==> src/rtl/dmem_pkg.sv <==
// Shared definitions for the dmem_arb data-memory arbiter: FSM states,
// access-size encodings and default bus widths.
package dmem_pkg;

    localparam int AW_DEF = 12;
    localparam int DW_DEF = 64;

    localparam logic [1:0] WORD_B = 2'b00;
    localparam logic [1:0] WORD_H = 2'b01;
    localparam logic [1:0] WORD_W = 2'b10;
    localparam logic [1:0] WORD_D = 2'b11;

    typedef enum logic [1:0] {
        IDLE  = 2'b00,
        ISSUE = 2'b01,
        RESP  = 2'b10
    } state_t;

endpackage

==> src/rtl/dmem_arb_rr.sv <==
// Combinational 2-way round-robin picker. lock_owner is one-hot (00 = no lock)
// and takes precedence over the pointer when its port is requesting.
module dmem_arb_rr (
    input  logic [1:0] req,
    input  logic       ptr,
    input  logic [1:0] lock_owner,
    output logic [1:0] grant
);

    always_comb begin
        grant = 2'b00;
        if ((req & lock_owner) != 2'b00) begin
            grant = req & lock_owner;
        end else if (req == 2'b11) begin
            grant = ptr ? 2'b10 : 2'b01;
        end else begin
            grant = req;
        end
    end

endmodule

==> src/rtl/dmem_arb.sv <==
// Two-port data-memory arbiter: IDLE -> ISSUE -> RESP, one access per 3 cycles.
// Optional grant locking is enabled with the macro DMEM_ARB_LOCK_EN.
module dmem_arb
    import dmem_pkg::*;
#(
    parameter int AW = AW_DEF,
    parameter int DW = DW_DEF
) (
    input  logic          clk,
    input  logic          rst_n,
    input  logic          req0,
    input  logic          req1,
    input  logic [AW-1:0] addr0,
    input  logic [AW-1:0] addr1,
    input  logic [DW-1:0] wdata0,
    input  logic [DW-1:0] wdata1,
    input  logic [1:0]    word0,
    input  logic [1:0]    word1,
    input  logic          rw0,
    input  logic          rw1,
    input  logic          lock0,
    input  logic          lock1,
    output logic          ack0,
    output logic          ack1,
    output logic [DW-1:0] rdata,
    output logic [AW-1:0] mem_addr,
    output logic [DW-1:0] mem_wdata,
    output logic [1:0]    mem_word,
    output logic          mem_rw,
    input  logic [DW-1:0] mem_datar
);

    state_t        r_state;
    state_t        w_state_nxt;
    logic          r_ptr;
    logic          r_owner;
    logic [AW-1:0] r_addr;
    logic [DW-1:0] r_wdata;
    logic [1:0]    r_word;
    logic          r_rw;
    logic [DW-1:0] r_rdata;

    logic [1:0]    w_req;
    logic [1:0]    w_grant;
    logic [1:0]    w_lock_owner;
    logic          w_start;
    logic          w_win;
    logic          w_win_lock;

    assign w_req   = {req1, req0};
    assign w_start = (r_state == IDLE) && (w_req != 2'b00);
    assign w_win   = w_grant[1];

    dmem_arb_rr u_rr (
        .req        (w_req),
        .ptr        (r_ptr),
        .lock_owner (w_lock_owner),
        .grant      (w_grant)
    );

`ifdef DMEM_ARB_LOCK_EN
    logic r_lock_vld;
    logic r_lock_own;

    assign w_win_lock   = w_win ? lock1 : lock0;
    assign w_lock_owner = r_lock_vld ? {r_lock_own, ~r_lock_own} : 2'b00;

    // Lock follows the lock bit of each new grant; an idle IDLE cycle drops it.
    always_ff @(posedge clk or negedge rst_n) begin
        if (!rst_n) begin
            r_lock_vld <= 1'b0;
            r_lock_own <= 1'b0;
        end else if (r_state == IDLE) begin
            if (w_start) begin
                r_lock_vld <= w_win_lock;
                r_lock_own <= w_win;
            end else begin
                r_lock_vld <= 1'b0;
            end
        end
    end
`else
    logic w_unused_lock;

    assign w_unused_lock = lock0 ^ lock1;
    assign w_win_lock    = 1'b0;
    assign w_lock_owner  = 2'b00;
`endif

    always_ff @(posedge clk or negedge rst_n) begin
        if (!rst_n) begin
            r_state <= IDLE;
        end else begin
            r_state <= w_state_nxt;
        end
    end

    always_comb begin
        w_state_nxt = r_state;
        case (r_state)
            IDLE:    if (w_req != 2'b00) w_state_nxt = ISSUE;
            ISSUE:   w_state_nxt = RESP;
            RESP:    w_state_nxt = IDLE;
            default: w_state_nxt = IDLE;
        endcase
    end

    // Winner fields are captured only at grant, so later input changes are ignored.
    always_ff @(posedge clk or negedge rst_n) begin
        if (!rst_n) begin
            r_ptr   <= 1'b0;
            r_owner <= 1'b0;
            r_addr  <= '0;
            r_wdata <= '0;
            r_word  <= WORD_B;
            r_rw    <= 1'b0;
            r_rdata <= '0;
        end else begin
            if (w_start) begin
                r_owner <= w_win;
                r_addr  <= w_win ? addr1  : addr0;
                r_wdata <= w_win ? wdata1 : wdata0;
                r_word  <= w_win ? word1  : word0;
                r_rw    <= w_win ? rw1    : rw0;
                if (!w_win_lock) begin
                    r_ptr <= ~w_win;
                end
            end
            if (r_state == ISSUE) begin
                r_rdata <= mem_datar;
            end
        end
    end

    assign mem_addr  = r_addr;
    assign mem_wdata = r_wdata;
    assign mem_word  = r_word;
    assign mem_rw    = (r_state == ISSUE) && r_rw;
    assign ack0      = (r_state == RESP) && !r_owner;
    assign ack1      = (r_state == RESP) && r_owner;
    assign rdata     = r_rdata;

endmodule
==> config.mk <==
export PLATFORM = sky130hd
export DESIGN_NAME = dmem_arb
export DESIGN_NICKNAME = d
export VERILOG_FILES = /design/src/rtl/dmem_pkg.sv /design/src/rtl/dmem_arb_rr.sv /design/src/rtl/dmem_arb.sv
export SDC_FILE = /design/constraint.sdc
export NUM_CORES = 1
export LEC_CHECK = 0
export ABC_CLOCK_PERIOD_IN_PS = 1970
export BUFFER_PORTS_ARGS = -buffer_cell sky130_fd_sc_hd__buf_2
export CORE_AREA = 2 2 144 146
export CTS_CLUSTER_SIZE = 14
export DETAILED_ROUTE_END_ITERATION = 8
export DIE_AREA = 0 0 146 148
export PLACE_DENSITY = 0.74
export SLEW_MARGIN = 15
export SYNTH_ARGS = -nofsm -noshare
export SYNTH_HDL_FRONTEND = slang
export SYNTH_HIERARCHICAL = 1
export SYNTH_SLANG_ARGS = --single-unit
==> constraint.sdc <==
create_clock -name clk -period 1.97 [get_ports clk]
set_clock_uncertainty 0.1 [all_clocks]
set_input_delay 0.197 -clock clk [delete_from_list [all_inputs] [get_ports clk]]
set_output_delay 0.197 -clock clk [all_outputs]
set_load 0.05 [all_outputs]
==> results by group, run 1 <==
Worst setup path
  – Worst-path cell chain: nand2b_1, a31oi_4, buf_12, buf_12, mux2_4, mux2_4
  – Startpoint Class: flop
  – Critical Path AT: 2.06 ns
  – CP delay by family, top: multiplexers
  – RR Startpoint: r_ptr
  – Slowest-stage cell, CP: dfrtp_1
  – Worst EP required: around 2.2 ns
  – Crit. End Element: flop
  – Crit. Startpoint: r_ptr
  – Worst-path maximum fanout: 18
  – Worst r2r path cells: 6
  – Largest stage delay, worst path: 0.35 ns
  – Cell depth of the worst setup path: 6
  – CP bufs+invs: 2
  – Kind of critical path: reg2reg

Pwr
  – Psw: around 0.01 W
  – Maximum VDD drop: 0.000890 V
  – Internal: roughly 0.010 W
  – Fraction of power consumed by sequential logic: 0.265
  – Leak pwr: just under 6 nW
  – Switching share of power: 0.496
  – Clock share of power: 0.163
  – Comb pwr share: 0.572
  – PD cells: 1910 nW/um^2

Clock network
  – Clock sinks: between 100 and 150
  – Num CTS Buffers: 17
  – Clk buf depth: 2
  – CTS H-tree depth: 4
  – CTS root buffer: clkbuf_16
  – Setup Buffers After CTS: 0
  – Clk_lat worst skew: between 0.4 and 0.5 ns
  – CTS tree: yes
  – CTS clk-pin slew, worst paths: about 0.060 ns

Worst hold path
  – Path type of the worst min-delay path: in2reg
  – Min-delay src: wdata1[29]
  – Number of cells on the worst hold path: 3

STA
  – Tcrit/Tclk final: 0.944
  – RSZ-0062 raised after global routing: no
  – Slew Viols, Final: 0
  – Fin Setup TNS: 0 ns
  – Final setup violation count: 0
  – Max frequency: 538 MHz
  – Hold Fails Final Rpt: 0
  – Fin crit period: approximately 1.9 ns
  – Final hold slack: approximately 0.032 ns

Global route
  – GRT Total Usage: 0.184
  – First-pass GRT wire length: 31200 um
  – GR Overflow Total: 0
  – Largest net degree at the start of global routing: 66
  – Initial antenna violation count: 0
  – Vias in the first global route: about 6000

Cells and area
  – Commonest cells after routing, fill and taps aside: buf_2 (369), nand2_1 (192), mux2_4 (154)
  – Fin nets: roughly 1200
  – Design area: 10700 sq um
  – Final antenna diode count: 0
  – Commonest non-fill, non-tap cell in the layout: buf_2
  – Layout cells sized above 1: 0.583
  – Area Overhead vs Synth: 50.0%

Synthesis
  – Area of the mapped netlist: 7150 sq um
  – Yosys warnings: 6
  – Mean post-synth cell area: 13.1 sq um
  – Mapped Cells: roughly 550

Floorplan
  – Initial Util: 0.357
  – Die area: about 22000 sq um
  – # IOs: 373
  – Die X-Extent: 146 um
  – Core Rows: 52
  – Core area: 20000 sq um
  – Chip height: 148 um

Placement
  – Buffers on Ports: 370
  – Dpl hpwl: 14000 um
  – GPL Wtd Cong: approximately 0.8
  – DP Area: about 9400 sq um

Routing
  – Total iterations of the first detailed-routing run: 5
  – Post-Route WL: 19800 um
  – Starting DRT DRC Count: 176
  – Number of routed nets with antenna violations: 0
  – Vias: 5699
  – Wire per inst: 15.5 um
  – DRC violations left: 0
  – Post-DR vias/cell: between 4 and 5

Status
  – Outcome: finished, final reports clean

Flow run
  – Max cap viols: 0
[area by class of cell]
cell class / instances / area, sq um
well taps: 270 / 338
inverters: 5 / 18.8
repair buffers: 467 / 2890
clock inverters: 13 / 174
clock buffers: 19 / 433
fillers: 1662 / 9320
flip-flops and latches: 147 / 3680
multi-input cells: 362 / 3190
[routing by layer]
layer | global-route usage | routed length (um) | vias up
met2 | 0.337 | 10500 | 241
met4 | 0.0728 | 470 | 0
li1 | - | - | 2702
met5 | 0 | 0 | -
met3 | 0.0420 | 952 | 38
met1 | 0.208 | 7950 | 2718
[power by group through the flow]
stage | registers [W] | logic, W | clock network [W]
after CTS | 0.00542 | 0.0117 | 0.00343
after floorplan | 0.0105 | 0.00375 | 0
after detailed placement | 0.00541 | 0.0116 | 0
final | 0.00543 | 0.0117 | 0.00334
after global placement | 0.00540 | 0.0114 | 0
after global routing | 0.00563 | 0.0122 | 0.00354
[worst register-to-register path: stages, from the launching register on]
cell	delay, ns
dfrtp_1	0.35
nand2b_1	0.10
a31oi_4	0.21
buf_12	0.21
buf_12	0.20
mux2_4	0.32
mux2_4	0.26
[timing repair]
item	CTS	global route
endpoints found under the setup margin	0	1
hold endpoints to repair	212	0
resized for setup	0	1
hold buffers	67	0
[worst paths after layout]
check                           endpoint  slack (ns)
setup / recovery           mem_wdata[49]        0.11
max in group asynchronous     r_state[1]        1.05
min in group asynchronous  mem_wdata[45]        0.14
hold reg to reg                rdata[19]        0.36
setup reg to reg           mem_wdata[49]        0.11
hold / removal             mem_wdata[29]        0.03
[registers in the layout (all words and copies together), names as in the netlist]
register / flops
r_rw: 1
r_state: 2
mem_word: 2
r_owner: 1
mem_addr: 12
rdata: 64
mem_wdata: 64
r_ptr: 1
[per-stage QoR]
stage / cells / setup slack (ns) / total power, W / util
after floorplan: 546 / 0.106 / 0.0142 / -
after global placement: 1184 / 0.134 / 0.0168 / 0.471
after detailed placement: 1184 / 0.0998 / 0.0170 / 0.471
after CTS: 1283 / 0.0638 / 0.0206 / 0.535
after global routing: 1283 / 0.0341 / 0.0214 / 0.535
final: 1283 / 0.110 / 0.0205 / 0.535
Power figures use the tool's default switching activity.
==> run 2: changes to the inputs <==
--- a/config.mk
+++ b/config.mk
@@ -11,6 +11,7 @@
 export CTS_CLUSTER_SIZE = 14
 export DETAILED_ROUTE_END_ITERATION = 8
 export DIE_AREA = 0 0 146 148
+export GPL_TIMING_DRIVEN = 0
 export PLACE_DENSITY = 0.74
 export SLEW_MARGIN = 15
 export SYNTH_ARGS = -nofsm -noshare
==> run 2 against run 1 <==
  * Final cell count rose by 0.23%
  * Sequential share of layout area up 0.24 points
  * Largest power group unchanged
  * Maximum frequency hardly changed
  * Routed wire length grew 2.2%
==> results by group, run 2 (synthesis results as in run 1) <==
Status
  – Outcome: finished, final reports clean

Cells and area
  – Commonest cells after routing, fill and taps aside: buf_2 (378), nand2_1 (192), mux2_4 (154)
  – Multi-input gate area: 3160 sq um
  – Reg area: 3680 sq um
  – Final antenna diode count: 0
  – Fillers: 1677
  – Layout cells sized above 1: 0.580
  – Design area: 10600 sq um
  – Commonest non-fill, non-tap cell in the layout: buf_2
  – Final Core Density: 0.531
  – Fin nets: 1231
  – Area Overhead vs Synth: 48.9%

STA
  – Final hold slack: slightly above 0.03 ns
  – Final setup violation count: 0
  – Slew Viols, Final: 0
  – RSZ-0062 raised after global routing: no
  – Hold Fails Final Rpt: 0
  – Setup ws final: 0.111 ns
  – Tcrit/Tclk final: 0.944
  – Max_slew headroom: 0.664
  – Fin crit period: ~1.9 ns
  – Worst-Margin Slew: 0.504 ns
  – Fin Setup TNS: 0 ns
  – Max frequency: 538 MHz

Worst setup path
  – Largest stage delay, worst path: 0.40 ns
  – Critical Path AT: 1.56 ns
  – CP delay by family, top: buffers and inverters
  – Worst r2r path cells: 6
  – Worst-path maximum fanout: 10
  – Slowest-stage cell, CP: dfrtp_1
  – Cell depth of the worst setup path: 4
  – Kind of critical path: reg2out
  – Startpoint Class: flop
  – Worst EP required: approximately 1.7 ns
  – Crit. End Element: output pin
  – CP bufs+invs: 2
  – Worst-path cell chain: nand2b_1, clkbuf_2, nor2_1, buf_4

Pwr
  – Maximum VDD drop: a little under 0.0009 V
  – Leak pwr: between 5 and 6 nW
  – Clock share of power: 0.160
  – Psw: roughly 0.01 W
  – Comb pwr share: 0.573
  – Fraction of power consumed by sequential logic: 0.266
  – Internal: 0.0102 W
  – Switching share of power: 0.501
  – PD cells: 1920 nW/um^2

Clock network
  – Clk_lat worst skew: 0.41 ns
  – CTS tree: yes
  – Clock sinks: between 100 and 150
  – CTS clk-pin slew, worst paths: around 0.07 ns
  – CTS H-tree depth: 4
  – Clk buf depth: 2
  – CTS root buffer: clkbuf_16
  – Num CTS Buffers: 17

Flow run
  – Max cap viols: 0

Routing
  – Wire per inst: 15.8 um
  – Vias: 5670
  – Starting DRT DRC Count: 193
  – DRC violations left: 0
  – Post-DR vias/cell: roughly 4.4
  – Number of routed nets with antenna violations: 0
  – Post-Route WL: between 20000 and 25000 um
  – Total iterations of the first detailed-routing run: 5

Floorplan
  – Core Rows: between 50 and 60
  – # IOs: 373
  – Die X-Extent: 146 um
  – Initial Util: 0.357
  – Core area: 20000 sq um
  – Die area: approximately 22000 sq um
  – Chip height: 148 um

Placement
  – DP Area: 9380 sq um
  – DP Worst Slack: 0.112 ns
  – GPL Wtd Cong: 0.757
  – Buffers on Ports: 370
  – Dpl hpwl: 14600 um

Global route
  – Largest net degree at the start of global routing: 83
  – Initial antenna violation count: 0
  – GR Overflow Total: 0
  – First-pass GRT wire length: approximately 32000 um
  – GRT Total Usage: 0.189
  – Vias in the first global route: 6144

Worst hold path
  – Path type of the worst min-delay path: in2reg
  – Number of cells on the worst hold path: 3
[run 2: cell types whose count changed in the layout (fill, tap and decap cells not counted), moves of 2 or more]
cell,previous run,this run
buf_4,19,2
buf_8,0,8
buf_2,369,378
clkbuf_1,2,4
clkinvlp_4,2,4
buf_6,1,11
buf_12,11,0
[run 2: through the flow]
step	cells	power (W)
after detailed placement	1187	0.0170
after floorplan	546	0.0142
after global routing	1286	0.0214
after global placement	1186	0.0168
final	1286	0.0204
after CTS	1286	0.0205
[run 2: cell type report]
cell class	count	share of cell area
multi-input combinational	362	0.297
clock buffer	20	0.0420
sequential	147	0.346
clock inverter	12	0.0136
inverter	5	0.00176
tap	270	0.0317
timing repair buffer	438	0.241
buffer	32	0.0281
[run 2: layer usage]
layer	up-vias	GRT usage	part of all wire
li1	2709	-	-
met1	2661	0.215	0.40
met2	253	0.340	0.52
met3	47	0.0426	0.054
met4	0	0.0830	0.029
met5	-	0	0
[run 2: worst paths after layout]
check,startpoint,endpoint,slack [ns]
min reg2reg,rdata[14],rdata[14],0.37
min,addr1[7],mem_addr[7],0.03
min in group asynchronous,rst_n,mem_wdata[51],0.21
max in group asynchronous,rst_n,r_ptr,0.78
max reg2reg,r_ptr,mem_wdata[37],0.11
max,r_state[1],mem_rw,0.11
[run 2: timing repair]
action | 4_1_cts | 5_1_grt
endpoints found under the setup margin | 1 | 1
endpoints found under the hold margin | 130 | 0
gates resized for setup | 1 | 2
setup buffers | 0 | 0
hold buffers | 67 | 0
[run 2: worst min-delay path: cells and delay by family]
| kind | cells | cell delay (ns) |
|---|---|---|
| muxes | 2 | 0.24 |
| buffers and inverters | 1 | 0.07 |
[run 2: power by group through the flow]
stage / Clock [W] / Combinational, W / Sequential (W)
floorplan: 0 / 0.00375 / 0.0105
global placement: 0 / 0.0114 / 0.00539
detailed placement: 0 / 0.0116 / 0.00541
CTS: 0.00336 / 0.0117 / 0.00541
global route: 0.00348 / 0.0123 / 0.00562
finish: 0.00327 / 0.0117 / 0.00544
==> run 3: changes to the inputs <==
--- a/config.mk
+++ b/config.mk
@@ -13,6 +13,7 @@
 export DIE_AREA = 0 0 146 148
 export GPL_TIMING_DRIVEN = 0
 export PLACE_DENSITY = 0.74
+export RECOVER_POWER = 100
 export SLEW_MARGIN = 15
 export SYNTH_ARGS = -nofsm -noshare
 export SYNTH_HDL_FRONTEND = slang
==> run 3 against run 2 <==
  * Non-clock buffer count did not move
  * Maximum frequency down 1.2%
  * Count of clock-buffer cells in the layout did not move
  * Sequential power up 0.7%
  * Critical path depth is the same
  * Clock power is essentially flat
  * Final area decreased by 4.0%
  * Register-to-register slack got worse by 0.02 ns
  * Routed wire length rose by 0.57%
  * First-iteration DRC count fell by 0.52%
  * Combinational power decreased by 6%
  * Worst setup slack worse by 0.023 ns
==> results by group, run 3 (synthesis results as in run 1) <==
Routing
  – Starting DRT DRC Count: 192
  – Total iterations of the first detailed-routing run: 4
  – Number of routed nets with antenna violations: 0
  – DRC violations left: 0
  – Post-DR vias/cell: 4.41
  – Wire per inst: between 15 and 20 um
  – Vias: 5677
  – Post-Route WL: around 20000 um

Clock network
  – CTS clk-pin slew, worst paths: 0.07 ns
  – CTS H-tree depth: 4
  – Clock sinks: 147
  – CTS tree: yes
  – Clk buf depth: 2
  – Clk_lat worst skew: between 0.4 and 0.5 ns
  – Num CTS Buffers: 17
  – CTS root buffer: clkbuf_16

STA
  – Max frequency: 531 MHz
  – Worst-Margin Slew: around 0.91 ns
  – Slew Viols, Final: 0
  – Final setup violation count: 0
  – Max_slew headroom: 0.393
  – Hold Fails Final Rpt: 0
  – Final hold slack: 0.0272 ns
  – Tcrit/Tclk final: 0.956
  – RSZ-0062 raised after global routing: no
  – Fin crit period: 1.88 ns

Placement
  – Buffers on Ports: 370
  – Dpl hpwl: 14600 um
  – Number of cells after detailed placement: 1187
  – DP Area: 9380 sq um
  – GPL Wtd Cong: 0.757

Worst setup path
  – Worst-path maximum fanout: 10
  – Worst-path cell chain: nor3_2, clkbuf_2, clkbuf_4, mux2_1
  – Setup slack, reg-to-reg: between 0.08 and 0.09 ns
  – Worst r2r path cells: 4
  – Worst EP required: 2.16 ns
  – RR Startpoint: r_state[1]
  – RR Endpoint: mem_wdata[63]
  – Kind of critical path: reg2reg
  – Critical Path AT: 2.07 ns
  – Slowest-stage cell, CP: dfrtp_1
  – Largest stage delay, worst path: 0.40 ns
  – Crit. End Element: flop
  – Startpoint Class: flop

Cells and area
  – Design area: between 10000 and 15000 sq um
  – Final antenna diode count: 0
  – Fillers: 1829
  – Area Overhead vs Synth: 43.0%
  – Layout Cells excl Fill: 1286
  – Fin nets: 1231
  – Commonest non-fill, non-tap cell in the layout: buf_2
  – Reg area: 3680 sq um
  – Layout cells sized above 1: 0.386
  – Multi-input gate area: 2960 sq um
  – Commonest cells after routing, fill and taps aside: buf_2 (228), nand2_1 (192), clkbuf_1 (149)

Global route
  – Largest net degree at the start of global routing: 83
  – M2 GR Usage: 0.340
  – Global route hottest layer: met2
  – Vias in the first global route: approximately 6100
  – GR Overflow Total: 0
  – M3 GR Usage: 0.0426
  – GR Layer Usage met1: 0.215
  – GRT Total Usage: 0.189
  – Initial antenna violation count: 0
  – First-pass GRT wire length: 31700 um

Worst hold path
  – Number of cells on the worst hold path: 3
  – Path type of the worst min-delay path: in2reg
  – Min-delay src: wdata0[42]
  – Worst Hold Path EP: mem_wdata[42]

Status
  – Outcome: finished, final reports clean

Pwr
  – Leak pwr: 5.17 nW
  – Maximum VDD drop: 0.000859 V
  – PD cells: 1940 nW/um^2

Floorplan
  – Core Rows: 52
  – Die X-Extent: 146 um
  – Initial Util: 0.357
  – Chip height: 148 um
  – Die area: 21600 sq um
  – Core area: 20000 sq um
  – # IOs: 373

Flow run
  – Max cap viols: 0
-- run 3: routing by layer --
layer,part of all wire,vias up
met3,0.054,48
li1,-,2709
met4,0.029,0
met5,0,-
met1,0.40,2673
met2,0.51,247
-- run 3: report_power, final --
group          internal (W)  switching, W  leakage, nW  total (W)
sequential          0.00456      0.000919         1.76    0.00548
combinational       0.00306       0.00798         3.14     0.0110
clock               0.00193       0.00133        0.276    0.00326
total               0.00955        0.0102         5.17     0.0198
-- run 3: metrics by stage --
| step | TNS (ns) | power (W) | util | setup slack, ns |
|---|---|---|---|---|
| 2_1_floorplan | 0 | 0.0142 | - | 0.106 |
| 3_3_place_gp | -217.67 | 0.0168 | 0.466 | -1.50 |
| 3_5_place_dp | 0 | 0.0170 | 0.468 | 0.112 |
| 4_1_cts | 0 | 0.0205 | 0.531 | 0.0445 |
| 5_1_grt | 0 | 0.0208 | 0.510 | 0.00381 |
| 6_report | 0 | 0.0198 | 0.510 | 0.0874 |
-- run 3: final cells by class --
class | instances | share of cell area
plain buffers | 32 | 0.0253
clock buffers | 20 | 0.0437
clock inverters | 12 | 0.0142
inverters | 5 | 0.00184
multi-input cells | 362 | 0.289
flip-flops and latches | 147 | 0.360
well taps | 270 | 0.0331
repair buffers | 438 | 0.233
-- run 3: what timing repair did --
item | CTS | global route
gates cloned | 0 | 0
pin swaps | 0 | 0
endpoints found under the setup margin | 1 | 1
hold buffers | 67 | 0
setup buffers | 0 | 0
resized for setup | 1 | 2
hold endpoints to repair | 130 | 0
-- run 3: worst max path at each step --
stage | startpoint | to | slack [ns] | depth (start not counted)
2_1_floorplan | r_state[0] | ack0 | 0.11 | 1
3_3_place_gp | rst_n | mem_wdata[58] | -1.50 | 1
3_5_place_dp | r_ptr | mem_wdata[10] | 0.11 | 6
4_1_cts | r_state[1] | mem_rw | 0.04 | 4
5_1_grt | r_ptr | mem_wdata[35] | 0.004 | 6
6_report | r_state[1] | mem_wdata[63] | 0.09 | 4
-- run 3: worst max-delay path: cells and delay by family, from the launching register on --
kind,cells,cell delay (ns)
buffers and inverters,2,0.73
AND/OR/NAND/NOR,1,0.18
flip-flops,1,0.40
multiplexers,1,0.35
